--- src/rtl/button_sync_debounce_multi.sv ---
// Multi-channel push-button conditioner: synchroniser, debounce filter and press/held FSM per channel.
// Optional auto-repeat of Press while a button is held: define BUTTON_AUTO_REPEAT_EN.
module button_sync_debounce_multi #(
  parameter int NUM_BTN         = 4,
  parameter int SYNC_STAGES     = 2,
  parameter int DEBOUNCE_CYCLES = 4,
  parameter int REPEAT_DELAY    = 8,
  parameter int REPEAT_PERIOD   = 4
) (
  input  logic               Clk,
  input  logic               Reset,
  input  logic [NUM_BTN-1:0] Bi,
  output logic [NUM_BTN-1:0] Level,
  output logic [NUM_BTN-1:0] Press,
  output logic [NUM_BTN-1:0] Release
);

  localparam int CNT_W = $clog2(DEBOUNCE_CYCLES + 1);
  localparam logic [CNT_W-1:0] CNT_LAST = CNT_W'(DEBOUNCE_CYCLES - 1);

  typedef enum logic [1:0] {
    S_IDLE    = 2'd0,
    S_PRESS   = 2'd1,
    S_HELD    = 2'd2,
    S_RELEASE = 2'd3
  } state_t;

`ifdef BUTTON_AUTO_REPEAT_EN
  localparam int RPT_MAX = (REPEAT_DELAY > REPEAT_PERIOD) ? REPEAT_DELAY : REPEAT_PERIOD;
  localparam int RPT_W   = $clog2(RPT_MAX + 1);
  localparam logic [RPT_W-1:0] RPT_DLY_LAST = RPT_W'(REPEAT_DELAY - 1);
  localparam logic [RPT_W-1:0] RPT_PER_LAST = RPT_W'(REPEAT_PERIOD - 1);
`else
  // Repeat timing has no effect in this build; the empty block only marks an illegal setting.
  if (REPEAT_DELAY < 1 || REPEAT_PERIOD < 1) begin : g_bad_repeat_param
  end
`endif

  for (genvar i = 0; i < NUM_BTN; i++) begin : g_ch
    logic [SYNC_STAGES-1:0] sync_p0;
    logic                   sync_bit;
    logic [CNT_W-1:0]       deb_cnt_p1;
    logic                   level_p1;
    state_t                 state_p2;
    logic                   press_p2;
    logic                   rel_p2;
`ifdef BUTTON_AUTO_REPEAT_EN
    logic [RPT_W-1:0]       rpt_cnt_p2;
    logic                   rpt_armed_p2;
`endif

    assign sync_bit = sync_p0[SYNC_STAGES-1];

    // Stage 0/1: synchroniser chain and consecutive-sample debounce
    always_ff @(posedge Clk or posedge Reset) begin
      if (Reset) begin
        sync_p0    <= '0;
        deb_cnt_p1 <= '0;
        level_p1   <= 1'b0;
      end else begin
        sync_p0 <= {sync_p0[SYNC_STAGES-2:0], Bi[i]};
        if (sync_bit == level_p1) begin
          deb_cnt_p1 <= '0;
        end else if (deb_cnt_p1 == CNT_LAST) begin
          level_p1   <= sync_bit;
          deb_cnt_p1 <= '0;
        end else begin
          deb_cnt_p1 <= deb_cnt_p1 + 1'b1;
        end
      end
    end

    // Stage 2: press/held FSM; pulses are registered with the state they belong to
    always_ff @(posedge Clk or posedge Reset) begin
      if (Reset) begin
        state_p2     <= S_IDLE;
        press_p2     <= 1'b0;
        rel_p2       <= 1'b0;
`ifdef BUTTON_AUTO_REPEAT_EN
        rpt_cnt_p2   <= '0;
        rpt_armed_p2 <= 1'b0;
`endif
      end else begin
        press_p2 <= 1'b0;
        rel_p2   <= 1'b0;
        case (state_p2)
          S_IDLE: begin
            if (level_p1) begin
              state_p2 <= S_PRESS;
              press_p2 <= 1'b1;
            end
          end
          S_PRESS: begin
`ifdef BUTTON_AUTO_REPEAT_EN
            rpt_cnt_p2   <= '0;
            rpt_armed_p2 <= 1'b0;
`endif
            if (level_p1) begin
              state_p2 <= S_HELD;
            end else begin
              state_p2 <= S_RELEASE;
              rel_p2   <= 1'b1;
            end
          end
          S_HELD: begin
            if (!level_p1) begin
              state_p2 <= S_RELEASE;
              rel_p2   <= 1'b1;
`ifdef BUTTON_AUTO_REPEAT_EN
              rpt_cnt_p2   <= '0;
              rpt_armed_p2 <= 1'b0;
            end else if (rpt_cnt_p2 == (rpt_armed_p2 ? RPT_PER_LAST : RPT_DLY_LAST)) begin
              // First repeat waits REPEAT_DELAY cycles, later ones REPEAT_PERIOD
              press_p2     <= 1'b1;
              rpt_cnt_p2   <= '0;
              rpt_armed_p2 <= 1'b1;
            end else begin
              rpt_cnt_p2 <= rpt_cnt_p2 + 1'b1;
`endif
            end
          end
          S_RELEASE: begin
            if (level_p1) begin
              state_p2 <= S_PRESS;
              press_p2 <= 1'b1;
            end else begin
              state_p2 <= S_IDLE;
            end
          end
          default: state_p2 <= S_IDLE;
        endcase
      end
    end

    assign Level[i]   = level_p1;
    assign Press[i]   = press_p2;
    assign Release[i] = rel_p2;
  end

endmodule

--- config.mk ---
export PLATFORM = sky130hd
export DESIGN_NAME = button_sync_debounce_multi
export DESIGN_NICKNAME = d
export VERILOG_FILES = /design/src/rtl/button_sync_debounce_multi.sv
export SDC_FILE = /design/constraint.sdc
export NUM_CORES = 1
export LEC_CHECK = 0
export ABC_CLOCK_PERIOD_IN_PS = 1300
export CAP_MARGIN = 10
export CORE_ASPECT_RATIO = 1.1
export CORE_UTILIZATION = 43
export CTS_BUF_LIST = sky130_fd_sc_hd__clkbuf_4 sky130_fd_sc_hd__clkbuf_8
export DETAILED_ROUTE_END_ITERATION = 12
export DONT_BUFFER_PORTS = 1
export PLACE_DENSITY = 0.67
export SYNTH_ARGS = -nofsm -noshare
export SYNTH_HDL_FRONTEND = slang
export SYNTH_SLANG_ARGS = --single-unit
--- constraint.sdc ---
create_clock -name Clk -period 1.3 [get_ports Clk]
set_input_delay 0.195 -clock Clk [delete_from_list [all_inputs] [get_ports Clk]]
set_output_delay 0.195 -clock Clk [all_outputs]
set_load 0.01 [all_outputs]
# Yosys cells after proc, flatten, opt, wreduce, memory -nomap -nowiden
# Cells that the tools add are included.
# W data, S select, Z words.
[op_classes] addsub=4 eq_ne=28 n_mux=44 bitwise_logic=4 reduce_logical=20
[op_table] op="$pmux W2 S4" n=4
[op_table] op="$mux W1" n=24
[op_table] op="$mux W3" n=8
[op_table] op="$eq A2 B2 Y1 const B" n=8
[op_table] op="$mux W2" n=8
[op_table] op="$ne A2 B2 Y1 const B" n=8
[op_table] op="$reduce_and A2 Y1" n=8
[op_table] op="$reduce_or A2 Y1" n=8
[op_table] op="$add A3 B1 Y3 const B" n=4
[op_table] op="$eq A3 B2 Y1 const B" n=4
[op_table] op="$eq A2 B1 Y1 const B" n=4
[op_table] op="$logic_not A2 Y1" n=4
[op_table] op="$eq A1 B1 Y1" n=4
[op_table] op="$not A1 Y1" n=4
[word_totals] reg_bits=40 input_bits=6 out_inout_bits=12 elab_cells=124

# Logic depth before layout (Yosys ltp)
# Gate-level depths: netlist of run 1.
[logic_depth] ltp_word=3 mapped_depth=5 depth_no_buf=5

# Worst setup path before layout of run 1
# Ideal clock, no wire load.
[synth_timing] path_type="flip-flop to flip-flop" startpoint="register g_ch[1].state_p2[0]" endpoint="register g_ch[1].state_p2[0]" setup_ps=94 arrival_ps=1164 setup_slack_ps=42 path_stages_with_launch=6 n_path_buf=0 cell_sequence="dfrtp_1 -> inv_1 -> ha_1 -> nor3_1 -> a21o_1 -> a221oi_2"
[synth_between] elab_chain_len=3 elab_cells_between_ends=8 classes_between="eq/ne (5); mux (1); reduce/logical (2)"
[synth_rtl] item="start: declaration" line="44" source="state_t state_p2;"
[synth_rtl] item="start signal: assignment" line="76" source="state_p2 <= S_IDLE;"
[synth_rtl] item="start signal: assignment" line="89" source="state_p2 <= S_PRESS;"
[synth_rtl] item="start signal: assignment" line="99" source="state_p2 <= S_HELD;"
[synth_rtl] item="$eq A2 B2 Y1 or $logic_not A2 Y1 (tied branches)" line="86" source="case (state_p2)"
[synth_rtl] item="$ne A2 B2 Y1 (no source line)"
[synth_rtl] item="$reduce_and A2 Y1 (no source line)"
# Several ways; a longest one is shown, not always the timed one.
# A chain may end at the register's enable or synchronous reset.

# Worst setup path after layout of run 1
# Ends and elaborated chain as after synthesis.

==> impl_metrics.toml, run 1 <==
[worst_setup_path]
crit_family = "flip-flops"
cp_data_required_time_ps = 1510
arrival_ps = 1540
slowest_stage = "dfrtp_1"
reg2reg_depth = 5
path_buf_inv = 1
critPathLaunchType = "flip-flop"
slowest_delay_ps = 440
crit_fanout = 4
worstSetupPathType = "reg2reg"
crit_chain = "inv_2, ha_4, nor3_4, a21o_1, a221oi_2"
end_kind = "flip-flop"
cp.depth = 5

[timing]
hold_viol_final = 0
drv_slew = 0
worstMarginPinSlew_ps = 498
rsz0062_at_grt = "yes"
fin_tns_setup_ps = -33.3
timing.fmax_mhz = 750
timing.final.crit_share = 1.03
finalSetupViolations = 1
hold-worst-slack_ps = 350
finalClockSkew_ps = 15.0
finalWorstSetupSlack_ps = -33.3
relSlewSlack = 0.668
post-route-min-period_ps = 1330

[routing]
wl_per_cell_um = 14.6
drc = 0
via_per_inst = 5.13
drt_iter0_drc = 23
routed-wl-met3_um = 138
highest_layer = "met4"
wirelength_um = 3210
route.met2.wl_um = 1700
met1_length_um = 1270
drtPass1Iterations = 4
vias = 1129
ant_nets = 0

[die]
die_area_um2 = 4940
coreArea_um2 = 4380
rows = 25
die_w_um = 67.1
io_pins = 18
start_util = 0.458
die_h_um = 73.6

[cts]
cts.path.max_buffers = 2
cts_root_buffer = "clkbuf_8"
numCtsBuffers = 5
cts.sinks = 40
path_clk_slew_ps = 80
cts_tree = "built"
htree_levels = 2
insertion_delay_ps = 300

[worst_hold_path]
hold_depth = 0
hold_class = "reg2reg"

[global_route]
grt_pass1_wl_um = 5320
grt_max_degree = 41
grt_util_all_layers = 0.150
antenna_found_initial = 0
overflow = 0
grt_pass1_vias = 1203

[finish]
area_delta_synth_final_pct = 20.2
drive_above_1_share = 0.422
num_antenna_cells = 0
final_area_um2 = 2410
final_nets = 195

[placement]
hpwl_um = 2090
port_buffers = 0
pre_cts_ws_ps = -92.1
gp_congestion = 0.646
placed_area_um2 = 1980

[outcome]
outcome = "finished with violations"
failed_checks = "negative setup slack"

[logic_synthesis]
yosys_warnings = 0
synth.avg_cell_area_um2 = 12.8
ys_ff_latch = 40
syn-num-nets = 187
synthFlopType = "dfrtp_1"
synth_edf_count = 0
synth_cell_types = 20
yosysSeqAreaShare = 0.499
synth_cells = 157
async_flop_share = 1.00
syn_area_um2 = 2010

[power]
ir_drop_mv = 1.17
p_leak_nw = 1.08
p_per_area_nw_per_um2 = 2640

[job]
maxCapViolations = 0
[metal layers]
layer  global-route usage  vias to the layer above
met5                    0                        -
met3               0.0559                       10
met4               0.0875                        0
met1                0.158                      564
met2                0.253                       26
li1                     -                      529
[worst reg2reg max path: cells and delay by family, from the launching register on]
family	cells	cell delay [ps]
fa+ha+maj	1	190
compound gates	2	410
buf+inv	1	160
simple gates	1	40
flops	1	440
[sequential cells by signal, indices dropped and copies added, names as in the netlist]
name,cells
g_ch.rel_p2,4
g_ch.level_p1,4
g_ch.press_p2,4
g_ch.state_p2,8
g_ch.sync_p0,8
g_ch.deb_cnt_p1,12
[synth_stat cells (8+ instances only)]
master,instances,area [um2]
nor3b_1,11,82.6
nor3_1,8,40.0
inv_1,9,33.8
dfrtp_1,40,1000
ha_1,24,300
nor2b_1,11,68.8
buf_4,12,90.1
[stage by stage]
| stage | total power [W] | utilization | instances |
|---|---|---|---|
| floorplan | 0.00418 | - | 157 |
| global placement | 0.00415 | 0.451 | 200 |
| detailed placement | 0.00440 | 0.451 | 200 |
| CTS | 0.00571 | 0.503 | 215 |
| global route | 0.00682 | 0.551 | 220 |
| finish | 0.00636 | 0.551 | 220 |
[worst paths after layout]
| kind | end | slack, ps | start |
|---|---|---|---|
| max reg2reg | g_ch[1].state_p2[0] | -30 | g_ch[1].state_p2[0] |
| max | g_ch[1].state_p2[0] | -30 | g_ch[1].state_p2[0] |
| min reg2reg | g_ch[2].sync_p0[1] | 350 | g_ch[2].sync_p0[0] |
| min | g_ch[2].sync_p0[1] | 350 | g_ch[2].sync_p0[0] |
| max in group asynchronous | g_ch[2].state_p2[0] | 460 | Reset |
| min in group asynchronous | g_ch[1].rel_p2 | 450 | Reset |
[timing repair]
action | 4_1_cts | 5_1_grt
hold buffers | 5 | 0
endpoints found under the setup margin | 4 | 8
gates resized for setup | 12 | 40
pin swaps | 0 | 3
endpoints found under the hold margin | 44 | 0
buffers inserted | 2 | 5
[power breakdown]
group | leakage, nW | internal (W) | switching (W) | total, W
Clock | 0.0645 | 0.000678 | 0.000434 | 0.00111
Sequential | 0.494 | 0.00169 | 0.000365 | 0.00205
Combinational | 0.519 | 0.00162 | 0.00157 | 0.00319
Total | 1.08 | 0.00399 | 0.00237 | 0.00636
[kinds of logic (layout without fill, tap and decap cells)]
family          Yosys count  count (layout)  synth area share
compound gates           12              12            0.0437
xor+xnor                  4               4            0.0175
fa+ha+maj                24              24             0.150
buf+inv                  25              34            0.0842
flops                    40              40             0.499
mux                      12              12            0.0724
simple gates             40              40             0.134
[layout make-up]
cell class	count	area, um2
Clock inverter	1	30.0
Tap cell	54	67.6
Timing Repair Buffer	17	140
Clock buffer	7	96.3
Multi-Input combinational cell	92	1030
Fill cell	360	1970
Sequential cell	40	1000
Inverter	9	41.3
[layout by cell type (no fill, tap or decap)]
cell type      Yosys  routed
dfrtp_1           40      37
buf_4             12      12
nor3b_1           11       9
nor2b_1           11       8
ha_1              24       8
ha_4               0       8
ha_2               0       8
clkbuf_8           0       7
nor3_1             8       6
inv_2              0       5
dlygate4sd3_1      0       5
mux2_2             4       4
mux2i_1            4       4
nand2_1            4       4
o21ai_0            4       4
xnor2_1            4       4
a21o_1             4       4
mux2_4             4       4
nor2b_2            0       3
inv_4              0       3
nor4_4             0       3
a211oi_2           0       3
dfrtp_2            0       3
nor3b_2            0       2
and2b_1            1       1
inv_1              9       1
nor3_4             0       1
nor2_1             1       1
nor4_2             4       1
a221oi_2           1       1
nor3_2             0       1
bufinv_16          0       1
(Power assumes the default switching activity.)
==> run 2, diff against run 1 <==
- CTS_CLUSTER_SIZE: not set -> 8
==> results of run 2 <==
Final layout, timing and power as in run 1 (identical DEF).
==> run 3, diff against run 2 <==
- CELL_PAD_IN_SITES_DETAIL_PLACEMENT: not set -> 1
- CELL_PAD_IN_SITES_GLOBAL_PLACEMENT: not set -> 1
- PLACE_DENSITY: 0.67 -> 0.77
- TNS_END_PERCENT: not set -> 50
==> impl_metrics.toml, run 3 (synthesis results as in run 1) <==
[power]
ir_drop_mv = 1.05
p_leak_nw = 1.08
p_per_area_nw_per_um2 = 2630

[placement]
placed_area_um2 = 1980
gp_congestion = 0.685
port_buffers = 0
hpwl_um = 2370

[finish]
num_antenna_cells = 0
post-route-util = 0.547
final_cell_mix = "38 x dfrtp_1, 12 x buf_4, 10 x nor3b_1"
reg_top3 = "g_ch.deb_cnt_p1 (12), g_ch.state_p2 (8), g_ch.sync_p0 (8)"
final_nets = 195
final_common_cell = "dfrtp_1"
multi_input_area_um2 = 1020
final_area_um2 = 2390
area_delta_synth_final_pct = 19.4
fillers = 434
seqCellArea_um2 = 1000
drive_above_1_share = 0.398
top_register = "g_ch.deb_cnt_p1"
largest_reg_flops = 12

[timing]
worstMarginPinSlew_ps = 485
relSlewSlack = 0.677
finalClockSkew_ps = 5.23
post-route-min-period_ps = 1300
hold_viol_final = 0
timing.final.crit_share = 1.00
drv_slew = 0
timing.fmax_mhz = 766
finalWorstSetupSlack_ps = -4.92
finalSetupViolations = 2
rsz0062_at_grt = "yes"

[cts]
insertion_delay_ps = 290
htree_levels = 2
cts.path.max_buffers = 2
cts_root_buffer = "clkbuf_8"
numCtsBuffers = 5
cts.sinks = 40
cts_tree = "built"
path_clk_slew_ps = 70

[die]
die_area_um2 = 4940
rows = 25
coreArea_um2 = 4380
start_util = 0.458
die_h_um = 73.6
die_w_um = 67.1
io_pins = 18

[global_route]
grt_max_degree = 41
overflow = 0
antenna_found_initial = 0
grt_pass1_wl_um = 5760
grt_pass1_vias = 1268
grt_util_all_layers = 0.162

[worst_setup_path]
arrival_ps = 1480
r2r_setup_slack_ps = -5
r2r_start = "g_ch[3].state_p2[0]"
critPathLaunchType = "flip-flop"
crit_fanout = 4
worstSetupStartpoint = "g_ch[3].state_p2[0]"
end_kind = "flip-flop"
worstSetupPathType = "reg2reg"
setup.worst_path.end = "g_ch[3].state_p2[0]"
reg2reg_depth = 4
cp_data_required_time_ps = 1480
rr_endpoint = "g_ch[3].state_p2[0]"

[routing]
via_per_inst = 5.14
drc = 0
drt_iter0_drc = 10
drtPass1Iterations = 2
ant_nets = 0
wl_per_cell_um = 15.2
wirelength_um = 3340
vias = 1130

[worst_hold_path]
hold_class = "reg2reg"

[outcome]
failed_checks = "negative setup slack"
outcome = "finished with violations"

[job]
maxCapViolations = 0
## run 3: worst min path at each step
stage                       startpoint            endpoint  slack (ps)  cells past startpoint
floorplan                        Bi[0]  g_ch[0].sync_p0[0]         230                      0
global placement                 Reset      g_ch[1].rel_p2         230                      2
detailed placement               Bi[0]  g_ch[0].sync_p0[0]         230                      0
CTS                 g_ch[3].sync_p0[0]  g_ch[3].sync_p0[1]         360                      0
global route        g_ch[1].sync_p0[0]  g_ch[1].sync_p0[1]         360                      0
finish              g_ch[3].sync_p0[0]  g_ch[3].sync_p0[1]         350                      0
## run 3: area by class of cell
cell class              count  share of cell area
inverters                   9              0.0172
repair buffers             17              0.0585
clock buffers               7              0.0402
multi-input cells          92               0.424
flip-flops and latches     40               0.419
well taps                  54              0.0282
clock inverters             1              0.0125
## run 3: repair_timing
| action | CTS | global route |
|---|---|---|
| gates resized for setup | 30 | 18 |
| hold endpoints to repair | 44 | 0 |
| hold buffers | 5 | 0 |
| pin swaps | 5 | 1 |
| setup buffers | 6 | 1 |
| setup endpoints to repair | 5 | 10 |
## run 3: critical path, cell delays in order, from the launching register on
cell and delay, ps:
dfrtp_1 430, ha_1 250, mux2_4 280, nor4_4 160
a211oi_2 70
## run 3: per-stage QoR
step	TNS (ps)	setup slack (ps)	std cells	total power [W]	hold WS, ps
CTS	-46.1	-20.3	219	0.00617	357
finish	-8.65	-4.92	220	0.00629	353
floorplan	0	42.4	157	0.00418	226
detailed placement	-433	-177	200	0.00447	226
global route	-274	-95.4	220	0.00679	360
global placement	0	21.1	200	0.00416	226
## run 3: where the power goes
group | switching [W] | internal (W) | total [W]
Clock | 0.000418 | 0.000677 | 0.00110
Combinational | 0.00155 | 0.00159 | 0.00314
Sequential | 0.000379 | 0.00168 | 0.00206
## run 3: per-layer routing
metal | track usage | share of wire | up-vias
met5 | 0 | 0 | -
met4 | 0.0638 | 0.015 | 0
met3 | 0.0559 | 0.042 | 6
met2 | 0.297 | 0.55 | 18
met1 | 0.166 | 0.39 | 575
li1 | - | - | 531
